**config.mk**
```make
export PLATFORM = sky130hd
export DESIGN_NAME = dallanma_cozucu
export DESIGN_NICKNAME = d
export VERILOG_FILES = /design/src/rtl/dallanma_cozucu.sv
export SDC_FILE = /design/constraint.sdc
export NUM_CORES = 1
export LEC_CHECK = 0
export CORE_UTILIZATION = 28
export CTS_CLUSTER_SIZE = 16
export DETAILED_ROUTE_END_ITERATION = 16
export PLACE_DENSITY = 0.44
export RECOVER_POWER = 25
export SYNTH_ARGS = -nofsm -noshare
export SYNTH_HDL_FRONTEND = slang
export SYNTH_SLANG_ARGS = --single-unit
```
**constraint.sdc**
```tcl
create_clock -name clk_g -period 13.4 [get_ports clk_g]
set_input_delay 1.34 -clock clk_g [delete_from_list [all_inputs] [get_ports clk_g]]
set_output_delay 1.34 -clock clk_g [all_outputs]
set_load 0.05 [all_outputs]
```
**src/rtl/dallanma_cozucu.sv**
```systemverilog
// dallanma_cozucu: tracks fetch predictions in order and resolves them against execute outcomes.
// Define DALLANMA_SAYAC_EN to add saturating branch/mispredict counters.
module dallanma_cozucu #(
  parameter int DERINLIK   = 4,
  parameter int BUYRUK_BIT = 32
) (
  input  logic                  clk_g,
  input  logic                  rst_g,
  input  logic                  i_ongoru_gecerli,
  input  logic [BUYRUK_BIT-1:0] i_ongoru_buyruk,
  input  logic [BUYRUK_BIT-1:0] i_ongoru_adres,
  input  logic                  i_ongoru_atladi,
  input  logic [BUYRUK_BIT-1:0] i_ongoru_hedef,
  output logic                  o_kuyruk_dolu,
  input  logic                  i_coz_gecerli,
  input  logic [BUYRUK_BIT-1:0] i_coz_adres,
  input  logic                  i_coz_atladi,
  input  logic [BUYRUK_BIT-1:0] i_coz_hedef,
  output logic                  o_guncelle_gecerli,
  output logic [BUYRUK_BIT-1:0] o_eski_buyruk,
  output logic [BUYRUK_BIT-1:0] o_eski_buyruk_adresi,
  output logic                  o_buyruk_atladi,
  output logic [BUYRUK_BIT-1:0] o_atlanan_adres,
  output logic                  o_ongoru_yanlis,
  output logic                  o_temizle,
  output logic [BUYRUK_BIT-1:0] o_yeni_pc,
  output logic                  o_eslesme_hatasi
`ifdef DALLANMA_SAYAC_EN
  ,
  output logic [31:0]           o_dallanma_sayisi,
  output logic [31:0]           o_yanlis_sayisi
`endif
);
  localparam int AW = $clog2(DERINLIK);
  localparam logic [0:0] CALIS   = 1'b0;
  localparam logic [0:0] TEMIZLE = 1'b1;
  logic [BUYRUK_BIT-1:0] buyruk_m [DERINLIK];
  logic [BUYRUK_BIT-1:0] adres_m  [DERINLIK];
  logic [BUYRUK_BIT-1:0] hedef_m  [DERINLIK];
  logic                  atladi_m [DERINLIK];
  logic [AW:0] oku, yaz;
  logic [0:0] durum;
  logic bos, calis, coz_aktif, eslesir, yanlis, yanlis_coz, enq_ister, enq, hata;
  logic [BUYRUK_BIT-1:0] bas_buyruk, bas_adres, bas_hedef, duzeltilmis;
  logic bas_atladi;
  always_comb begin
    bos           = oku == yaz;
    o_kuyruk_dolu = (oku[AW-1:0] == yaz[AW-1:0]) && (oku[AW] != yaz[AW]);
    bas_buyruk    = buyruk_m[oku[AW-1:0]];
    bas_adres     = adres_m[oku[AW-1:0]];
    bas_hedef     = hedef_m[oku[AW-1:0]];
    bas_atladi    = atladi_m[oku[AW-1:0]];
    calis         = durum == CALIS;
    coz_aktif     = i_coz_gecerli && calis;
    eslesir       = coz_aktif && !bos && (i_coz_adres == bas_adres);
    yanlis        = (bas_atladi != i_coz_atladi) || (bas_atladi && i_coz_atladi && (bas_hedef != i_coz_hedef));
    yanlis_coz    = eslesir && yanlis;
    enq_ister     = i_ongoru_gecerli && calis && !yanlis_coz;
    enq           = enq_ister && !o_kuyruk_dolu;
    hata          = (enq_ister && o_kuyruk_dolu) || (coz_aktif && !eslesir);
    duzeltilmis   = i_coz_atladi ? i_coz_hedef
                  : bas_adres + (&bas_buyruk[1:0] ? BUYRUK_BIT'(4) : BUYRUK_BIT'(2));
  end
  always_ff @(posedge clk_g) begin
    if (enq) begin
      buyruk_m[yaz[AW-1:0]] <= i_ongoru_buyruk;
      adres_m[yaz[AW-1:0]]  <= i_ongoru_adres;
      hedef_m[yaz[AW-1:0]]  <= i_ongoru_hedef;
      atladi_m[yaz[AW-1:0]] <= i_ongoru_atladi;
    end
  end
  always_ff @(posedge clk_g or posedge rst_g) begin
    if (rst_g) begin
      oku                  <= '0;
      yaz                  <= '0;
      durum                <= CALIS;
      o_guncelle_gecerli   <= 1'b0;
      o_eski_buyruk        <= '0;
      o_eski_buyruk_adresi <= '0;
      o_buyruk_atladi      <= 1'b0;
      o_atlanan_adres      <= '0;
      o_ongoru_yanlis      <= 1'b0;
      o_temizle            <= 1'b0;
      o_yeni_pc            <= '0;
      o_eslesme_hatasi     <= 1'b0;
    end else begin
      durum              <= yanlis_coz ? TEMIZLE : CALIS;
      o_guncelle_gecerli <= eslesir;
      o_temizle          <= yanlis_coz;
      o_eslesme_hatasi   <= o_eslesme_hatasi | hata;
      // a mispredict discards every younger entry along with the head
      oku <= yanlis_coz ? '0 : oku + (AW+1)'(eslesir);
      yaz <= yanlis_coz ? '0 : yaz + (AW+1)'(enq);
      if (eslesir) begin
        o_eski_buyruk        <= bas_buyruk;
        o_eski_buyruk_adresi <= bas_adres;
        o_buyruk_atladi      <= i_coz_atladi;
        o_atlanan_adres      <= i_coz_hedef;
        o_ongoru_yanlis      <= yanlis;
      end
      if (yanlis_coz) o_yeni_pc <= duzeltilmis;
    end
  end
`ifdef DALLANMA_SAYAC_EN
  always_ff @(posedge clk_g or posedge rst_g) begin
    if (rst_g) begin
      o_dallanma_sayisi <= '0;
      o_yanlis_sayisi   <= '0;
    end else begin
      if (eslesir && !(&o_dallanma_sayisi)) o_dallanma_sayisi <= o_dallanma_sayisi + 32'd1;
      if (yanlis_coz && !(&o_yanlis_sayisi)) o_yanlis_sayisi <= o_yanlis_sayisi + 32'd1;
    end
  end
`else
`endif
endmodule

```
==> impl_metrics.ini <==
[outcome]
outcome = completed

[timing]
fmax_mhz = 150.0
timing_max_transition_violations_final = 0
unrepaired_setup_endpoints_after_global_routing = false
setup_viol = 0
maxSlewHeadroom_pct = 28.24
post-route-period-util_pct = 49.75
timing_hold_violations_final = 0
finalClockSkew_ns = 0.03356
final.min_clock_period_ns = 6.666
fin_hold_ws_ns = 0.4840
pin_slew_with_the_least_headroom_to_its_limit_ns = 1.076

[synth]
synth_warnings = 0
mappedNetlistNets = 1355
synth_largest_area_cell = sky130_fd_sc_hd__edfxtp_1
ys_seq_elements = 527
synthMostInstantiatedCell = sky130_fd_sc_hd__edfxtp_1
post_synth.cell_area_avg_um2 = 18.31
synth_largest_type_area_fraction_pct = 53.87
synth.top_cells.by_count = 388 x sky130_fd_sc_hd__edfxtp_1, 139 x sky130_fd_sc_hd__dfrtp_1, 101 x sky130_fd_sc_hd__mux2_1
post_synthesis_instance_area_um2 = 21630
synth-main-ff-cell = sky130_fd_sc_hd__edfxtp_1
number_of_library_cell_types_mapped_by_synthesis = 56
synth-edff-count = 388
post_synth_main_area_contributors = sky130_fd_sc_hd__edfxtp_1 54%, sky130_fd_sc_hd__dfrtp_1 16%, sky130_fd_sc_hd__mux4_2 9.9%
synth_async_sr_flop_share_pct = 26.38
sequential_share_of_the_synthesized_area_pct = 69.95
syn_inst = 1181

[route]
detailedRoute.firstIterationViolations = 656
drt_wl_total_mm = 64.58
vias = 12010
route.detailed.vias_per_inst = 4.624
detail-route-antenna-nets = 0
remaining_drc_errors = 0
drt-pass1-iter-count = 4
post_drt_wl_per_cell_um = 24.86

[clocking]
cts-buffers-inserted = 60
ctsResizeCount = 0
tritoncts_clock_tree = done
clock_sink_count = 527
post-cts-setup-buffer-count = 0
worst_skew_pair.late_latency_ns = 0.63
cts_hold_buf = 0
clock-root-buffer = sky130_fd_sc_hd__clkbuf_16
cts_htree_levels = 2
clock_tree.buffer_depth = 3
clk_transition_reported_paths_ns = 0.06

[finish]
fraction_of_layout_cells_with_a_size_suffix_above_1_pct = 15.55
area_growth_pct = 28.21
final_core_utilization_pct = 36.39
nets = 1685

[pwr]
peakVddDrop_uv = 115.0
power_density_nw_per_um2 = 153.3
leakagePower_nw = 9.721

[worst_hold_path]
holdCritPathClass = reg -> reg
holdPathStages = 1
min_from = o_eski_buyruk[10]

[worst_setup_path]
critPathRequiredTime_ns = 13.91
path_class = reg -> reg
reg2reg_from = oku[0]
cp-startpoint = oku[0]
crit_path_start_kind = flip-flop
endpoint_kind = flip-flop
critPathMaxFanout = 52
timing.reg2reg.worst_path_depth = 11
worst-endpoint-arrival_ns = 7.18

[global_routing]
number_of_antenna_violations_at_the_first_check_in_global_routing = 36
maximum_number_of_pins_on_one_net_before_global_route_repair = 95
global_route_total_overflow = 0
grt_pass1_vias = 12710
grt_use_total_pct = 16.56
first_pass_grt_wire_length_mm = 92.20

[floorplan]
die_width_um = 279.9
boundaryPins = 300
core_area_um2 = 76200
dieArea_um2 = 78360
rows = 101
effective_utilization_at_floorplan_pct = 28.38
die_span_y_um = 279.9

[place]
dpl.hpwl_mm = 44.97
place_congestion = 0.8136
numPortBuffers = 299

[flow_run]
max_cap_violations = 0
## power by group
group          internal, mW  switching (mW)  total (mW)
Sequential             2.03          0.0523        2.08
Clock                 0.976           0.666        1.64
Combinational         0.177           0.353       0.530
## cell usage in the layout, fill, tap and decap left out, types with 18 or more instances in the layout
| master | n |
|---|---|
| sky130_fd_sc_hd__buf_4 | 20 |
| sky130_fd_sc_hd__clkbuf_16 | 63 |
| sky130_fd_sc_hd__clkdlybuf4s50_1 | 221 |
| sky130_fd_sc_hd__dfrtp_1 | 137 |
| sky130_fd_sc_hd__dlygate4sd3_1 | 77 |
| sky130_fd_sc_hd__edfxtp_1 | 388 |
| sky130_fd_sc_hd__mux2_1 | 101 |
| sky130_fd_sc_hd__mux2_2 | 25 |
| sky130_fd_sc_hd__mux2i_1 | 24 |
| sky130_fd_sc_hd__mux4_2 | 95 |
| sky130_fd_sc_hd__nand2_1 | 54 |
| sky130_fd_sc_hd__nand4_1 | 23 |
| sky130_fd_sc_hd__nor3_1 | 18 |
| sky130_fd_sc_hd__o21ai_0 | 45 |
| sky130_fd_sc_hd__xnor2_1 | 86 |
## cells by family (layout without fill, tap and decap cells)
family,Yosys count,in the layout,share of synthesized area [%]
adders and majority gates,8,8,0.4975
xor gates and xnor gates,94,94,3.806
DFF,527,527,69.95
muxes,245,245,17.56
and+or+nand+nor,167,167,4.038
buffers and inverters,65,447,1.949
AOI/OAI and AO/OA,75,75,2.198
other,0,5,0
## per-stage QoR
step           cell area, µm²  std cells  total power, mW  setup WS (ns)  setup TNS, ns
2_1_floorplan           21630       1181            2.456        -0.4829         -93.68
4_1_cts                 27720       2593            4.331          6.503              0
6_report                27730       2598            4.251          6.734              0
5_1_grt                 27730       2597            4.423          6.094              0
3_5_place_dp            25730       2479            2.672          6.492              0
3_3_place_gp            25730       2479            2.663          6.550              0
## per-layer routing
layer | vias up | GRT usage (%) | routed length [µm]
li1 | 5322 | - | -
met1 | 6165 | 20.75 | 26820
met2 | 347 | 26.98 | 30680
met3 | 136 | 6.055 | 5361
met4 | 42 | 4.203 | 1444
met5 | - | 0 | 276
## worst max-delay path, stage by stage, from the launching register on
cell and delay [ns]:
sky130_fd_sc_hd__dfrtp_4 1.01, sky130_fd_sc_hd__buf_4 0.86, sky130_fd_sc_hd__buf_4 0.61, sky130_fd_sc_hd__nor2b_1 0.13, sky130_fd_sc_hd__a22oi_1 0.20, sky130_fd_sc_hd__nand4_1 0.11, sky130_fd_sc_hd__or4_1 0.55, sky130_fd_sc_hd__or4_1 0.67
sky130_fd_sc_hd__nor2_4 0.56, sky130_fd_sc_hd__buf_4 0.45, sky130_fd_sc_hd__buf_4 0.70, sky130_fd_sc_hd__mux2_1 0.39
## final timing paths
kind                                             to  slack, ns
worst min register to register    o_eski_buyruk[10]       0.48
worst max-delay path            o_atlanan_adres[10]       6.73
worst max register to register  o_atlanan_adres[10]       6.73
min in group asynchronous              o_yeni_pc[0]       1.27
worst min-delay path              o_eski_buyruk[10]       0.48
max in group asynchronous              o_yeni_pc[5]      10.85
## state kept, by name, indices dropped and copies added (netlist names)
| register | cells |
|---|---|
| o_eski_buyruk_adresi | 32 |
| o_yeni_pc | 32 |
| adres_m | 128 |
| o_ongoru_yanlis | 1 |
| o_atlanan_adres | 32 |
| atladi_m | 4 |
| oku | 3 |
| yaz | 3 |
| o_guncelle_gecerli | 1 |
| durum | 1 |
| o_eski_buyruk | 32 |
| o_buyruk_atladi | 1 |
| hedef_m | 128 |
| o_eslesme_hatasi | 1 |
| buyruk_m | 128 |
## layout make-up
type	instances	area, µm²
Clock inverter	31	301.5
Antenna cell	5	12.51
Inverter	14	60.06
Tap cell	1030	1289
Multi-Input combinational cell	589	6102
Sequential cell	527	15140
Clock buffer	83	1692
Timing Repair Buffer	319	3138
Fill cell	7203	48470
Note: power is estimated with default switching activity, not from simulation.
==> RTL change 1: new RTL, config.mk and constraints unchanged <==
Remove the register `o_temizle`: a continuous assignment takes its place, so the output `o_temizle` follows one clock earlier.
--- a/src/rtl/dallanma_cozucu.sv
+++ b/src/rtl/dallanma_cozucu.sv
@@ -81,5 +81,4 @@
       o_atlanan_adres      <= '0;
       o_ongoru_yanlis      <= 1'b0;
-      o_temizle            <= 1'b0;
       o_yeni_pc            <= '0;
       o_eslesme_hatasi     <= 1'b0;
@@ -87,5 +86,4 @@
       durum              <= yanlis_coz ? TEMIZLE : CALIS;
       o_guncelle_gecerli <= eslesir;
-      o_temizle          <= yanlis_coz;
       o_eslesme_hatasi   <= o_eslesme_hatasi | hata;
       // a mispredict discards every younger entry along with the head
@@ -102,4 +100,6 @@
     end
   end
+
+  assign o_temizle = yanlis_coz;
 `ifdef DALLANMA_SAYAC_EN
   always_ff @(posedge clk_g or posedge rst_g) begin
Behaviour: not the same (a bounded check fails within 4 cycles, from zero or initial values and one cycle with rst_g high).
==> RTL change 1 against the original RTL <==
- sequential cell count did not move
- clock skew is 0.010 ns lower
- final cell count is 2.0% higher
- worst setup slack worse by 0.90 ns
- routed wire length rose by 0.16%
- final area fell by 1.7%
- largest power group unchanged
- critical endpoint is now o_temizle
- total power decreased by 0.29%
- global-route usage increased by 0.31 points
- non-clock buffer count decreased by 3
- area after synthesis is 2.2% lower
- die area is 2.2% lower
- worst hold slack lost 0.022 ns
==> RTL change 1: results (changes against the original RTL) <==
Route
  – First drt pass iteration count: 5 (+1)
  – Via count: 12400 (+2.9%)
  – WL/cell: 24.4 um (-1.8%)

Worst setup path
  – Capturing point of the worst reg2reg path: adres_m[1][19]
  – Setup crit end: o_temizle

Run status
  – Status: finished, final reports clean

GRT
  – Initial antenna violation count: 28 (-22%)
  – Largest net degree at the start of global routing: 83 (-13%)
  – Met1 Track Usage GR: 22.7% (+2.0 points)
  – Number of global-route vias before repair: 12800 (+0.76%)
  – Met2 global-route usage: 27.4% (+0.39 points)

Layout
  – Layout inverter count without the clock tree: 8 (-6)
  – NonClk Buf Share: 11.4% (+0.11 points)
  – #MultiIn Comb: 714 (+21%)
  – Post-Layout Inst Area: 27300 um^2 (-1.7%)
  – CLK BUF: 76 (-8.4%)
  – Bufs w/o clock: 316 (-0.94%)
  – Multi-input combinational area share: 21.1% (-0.93 points)

Placement
  – Placed inst area: 25200 um^2 (-1.9%)
  – Detailed-placement wirelength estimate: 43500 um (-3.2%)

Logic synthesis
  – Most frequent cells after synthesis: 388 x edfxtp_1, 328 x nand2_1, 139 x dfrtp_1, 97 x mux4_2, 52 x xor2_1
  – Seq/Total Area, Yosys: 71.5% (+1.6 points)
  – Post-synthesis cell type count: 45 (-20%)
  – Top post-synthesis cells by area: edfxtp_1 55%, dfrtp_1 16%, mux4_2 10%
  – Synthesized Nets: 1482 (+9.4%)

Clock network
  – Worst-Skew Late Latency: 0.61 ns (-0.02 ns)
  – CTS Buf Count: 59 (-1.7%)

Floorplanning
  – Core Region: 74600 um^2 (-2.1%)

Worst hold path
  – Hold Path Stages: 2 (+1)

Power and ir drop
  – Pleak: 0.00987 uW (+1.5%)
  – Max IR drop VDD: 0.0904 mV (-21%)

Timing
  – Max-slew headroom at the worst pin: 24.6% (-3.7 points)
  – Clock Skew: 0.0231 ns (-0.0104 ns)
-- RTL change 1: layer usage --
metal	vias to the layer above	share of wire [%]
met2	369	48
met3	123	6.8
met5	-	0.14
met1	6341	43
li1	5509	-
met4	16	2.1
-- RTL change 1: power by group --
group          switching (uW)  internal, uW
Clock                     660          1000
Combinational             339           162
Sequential               50.2          2030
Total                    1050          3190
-- RTL change 1: critical path: stages, from the launching register on --
cell             delay [ns]
dfrtp_4                0.82
buf_4                  0.77
buf_4                  0.75
mux4_2                 0.68
xnor2_1                0.22
nand4_1                0.13
nor4_1                 0.32
and3_4                 0.64
and2_1                 0.31
clkdlybuf4s50_1        0.84
-- RTL change 1: kinds of logic after synthesis --
| logic type | count (synthesis) | share of synthesized area (%) |
|---|---|---|
| compound gates | 49 | 1.37 |
| xor+xnor | 96 | 3.97 |
| fa+ha+maj | 8 | 0.509 |
| buf+inv | 67 | 1.51 |
| flops | 527 | 71.5 |
| mux | 145 | 12.8 |
| simple gates | 416 | 8.29 |
-- RTL change 1: how the worst min path moves through the flow --
stage                             startpoint                  endpoint  slack (ns)
finish              o_eski_buyruk_adresi[27]  o_eski_buyruk_adresi[27]        0.46
global route             o_atlanan_adres[18]       o_atlanan_adres[18]        0.49
CTS                 o_eski_buyruk_adresi[27]  o_eski_buyruk_adresi[27]        0.47
detailed placement       o_atlanan_adres[19]       o_atlanan_adres[19]        0.46
global placement         o_atlanan_adres[27]       o_atlanan_adres[27]        0.45
floorplan                              durum          o_eslesme_hatasi        0.46
-- RTL change 1: per-stage QoR --
stage | power, uW | setup slack [ns] | instances
finish | 4240 | 5.83 | 2650
global route | 4410 | 5.34 | 2646
CTS | 4320 | 5.55 | 2645
detailed placement | 2640 | 6.18 | 2534
global placement | 2630 | 6.15 | 2534
floorplan | 2440 | -0.452 | 1308
==> RTL change 2: new RTL, same flow settings <==
Made on the original files. Change the parameter `DERINLIK` from 4 to 8.
--- a/src/rtl/dallanma_cozucu.sv
+++ b/src/rtl/dallanma_cozucu.sv
@@ -2,5 +2,5 @@
 // Define DALLANMA_SAYAC_EN to add saturating branch/mispredict counters.
 module dallanma_cozucu #(
-  parameter int DERINLIK   = 4,
+  parameter int DERINLIK   = 8,
   parameter int BUYRUK_BIT = 32
 ) (
Check against the original RTL: not equivalent (Yosys sat finds a counterexample within 10 cycles, from zero or initial values and one cycle with rst_g high).
==> RTL change 2 against the original RTL <==
- total power is 61% higher
- first-iteration DRC count rose by 100%
- area after synthesis grew 70%
- worst setup slack got worse by 0.87 ns
- routed wire length up 65%
- final area is 62% higher
- critical path depth increased by 3
- highest routed layer unchanged
- non-clock buffer count increased by 14
- clock power is 60% higher
- critical endpoint is now adres_m[2][22]
- via count rose by 58%
- sequential power grew 71%
- sequential cell count up 390
==> RTL change 2: results (changes against the original RTL) <==
Logic synthesis
  – Ys async rst share: 15.4% (-11 points)
  – Post-synthesis xor/xnor area fraction: 2.13% (-1.7 points)
  – Post-synth EDFFs: 776 (+100%)
  – Most frequent cells after synthesis: 776 x edfxtp_1, 169 x mux4_2, 141 x dfrtp_1, 108 x mux2_2, 70 x mux2i_1
  – Top post-synthesis cells by area: edfxtp_1 64%, mux4_2 10%, dfrtp_1 9.6%
  – Compound-Gate Fraction of Synth Area: 2.10% (-0.097 points)
  – Post-synthesis cell type count: 59 (+5.4%)
  – Synthesized Nets: 2024 (+49%)
  – Post-Synth Adder-Cell Area: 0.293% (-0.20 points)
  – Seq/Total Area, Yosys: 73.2% (+3.2 points)
  – Mux share of post-synthesis cell area: 17.9% (+0.32 points)

Route
  – First drt pass iteration count: 5 (+1)
  – DRT iter0 DRCs: 1343 (+100%)
  – Via count: 18900 (+58%)
  – WL/cell: 26.5 um (+6.6%)

GRT
  – Initial antenna violation count: 48 (+33%)
  – First-pass GRT wire length: 151000 um (+64%)
  – Largest net degree at the start of global routing: 135 (+42%)
  – Tot GR Track Use: 16.1% (-0.47 points)
  – Number of global-route vias before repair: 20000 (+57%)

Clock network
  – CTS Buf Count: 100 (+67%)
  – Clock slew seen by the registers of the worst setup and hold paths: 0.06 ns (about the same)
  – H-Tree Depth: 3 (+1)
  – Hold buffers post-CTS: 0 (unchanged)
  – Worst-Skew Late Latency: 0.69 ns (+0.06 ns)
  – Post-CTS Setup Inserts: 0 (unchanged)

Worst hold path
  – Hold crit path type: reg -> reg

Power and ir drop
  – Max IR drop VDD: 0.102 mV (-11%)
  – Pleak: 0.0147 uW (+51%)

Timing
  – Final Hold Slack: 0.477 ns (-0.00684 ns)
  – Worst-margin pin slew: 1.04 ns (-0.0390 ns)
  – Clock Skew: 0.0338 ns (+0.000254 ns)

Placement
  – Detailed-placement wirelength estimate: 69700 um (+55%)
  – I/O Buffers: 299 (unchanged)
  – Gp weighted congestion: 0.819 (+0.70%)

Worst setup path
  – Worst Path Arrival: 7.84 ns (+0.66 ns)
  – R2R Setup Slk: 5.87 ns (-0.87 ns)
  – Worst Path Max Fanout: 100 (+92%)

Layout
  – Final nets: 2367 (+40%)
  – Layout cells sized above 1: 21.2% (+5.7 points)

Run status
  – Status: finished, final reports clean
-- RTL change 2: metrics by stage --
step	std cells	power, uW	instance area [um^2]	setup slack (ns)	utilization [%]
2_1_floorplan	1850	4000	36700	1.49	-
3_3_place_gp	3833	4310	41700	5.44	32.1
3_5_place_dp	3833	4330	41700	5.50	32.2
4_1_cts	4021	6980	44800	5.45	34.5
5_1_grt	4023	7140	44800	5.29	34.5
6_report	4027	6860	44800	5.87	34.6
-- RTL change 2: cell families (layout without fill, tap and decap cells) --
kind of cell               Yosys count  count (layout)
DFF                                917             917
muxes                              417             417
and+or+nand+nor                    196             196
xor gates and xnor gates            89              89
buffers and inverters              107             536
other                                0               6
AOI/OAI and AO/OA                  116             116
adders and majority gates            8               8
-- RTL change 2: path summary, 6_finish.rpt --
path | end | cells past startpoint | startpoint
setup / recovery | adres_m[2][22] | 14 | oku[0]
hold / removal | o_ongoru_yanlis | 1 | o_ongoru_yanlis
setup reg to reg | adres_m[2][22] | 14 | oku[0]
hold reg to reg | o_ongoru_yanlis | 1 | o_ongoru_yanlis
max in group asynchronous | oku[2] | 3 | rst_g
min in group asynchronous | o_eski_buyruk[0] | 2 | rst_g
-- RTL change 2: per-layer routing --
| metal | vias to the layer above | GRT usage [%] | routed length (um) |
|---|---|---|---|
| met5 | - | 0 | 251 |
| met4 | 42 | 4.02 | 2550 |
| met3 | 190 | 4.39 | 7370 |
| met2 | 555 | 25.8 | 49900 |
| met1 | 9960 | 21.5 | 46700 |
| li1 | 8180 | - | - |
-- RTL change 2: area by class of cell --
cell class | count | area, um^2
diodes | 6 | 15.0
clock buffers | 145 | 2760
clock inverters | 43 | 338
fillers | 12300 | 84900
inverters | 15 | 63.8
multi-input cells | 826 | 9320
flip-flops and latches | 917 | 26800
well taps | 1742 | 2180
repair buffers | 333 | 3280
-- RTL change 2: power breakdown --
part / switching (uW) / internal [uW]
logic: 481 / 207
registers: 72.1 / 3480
clock network: 1110 / 1510
-- RTL change 2: worst max-delay path, stage by stage, from the launching register on --
cell and delay (ns):
dfrtp_4 0.96, buf_12 0.68, buf_4 0.82, mux4_2 0.60
mux2i_1 0.19, xnor2_1 0.09, nor4_1 0.38, nand4_1 0.18
nor4_1 0.27, buf_4 0.20, a2111oi_4 0.07, buf_4 0.39
nor2_4 0.80, buf_4 0.70, buf_4 0.61
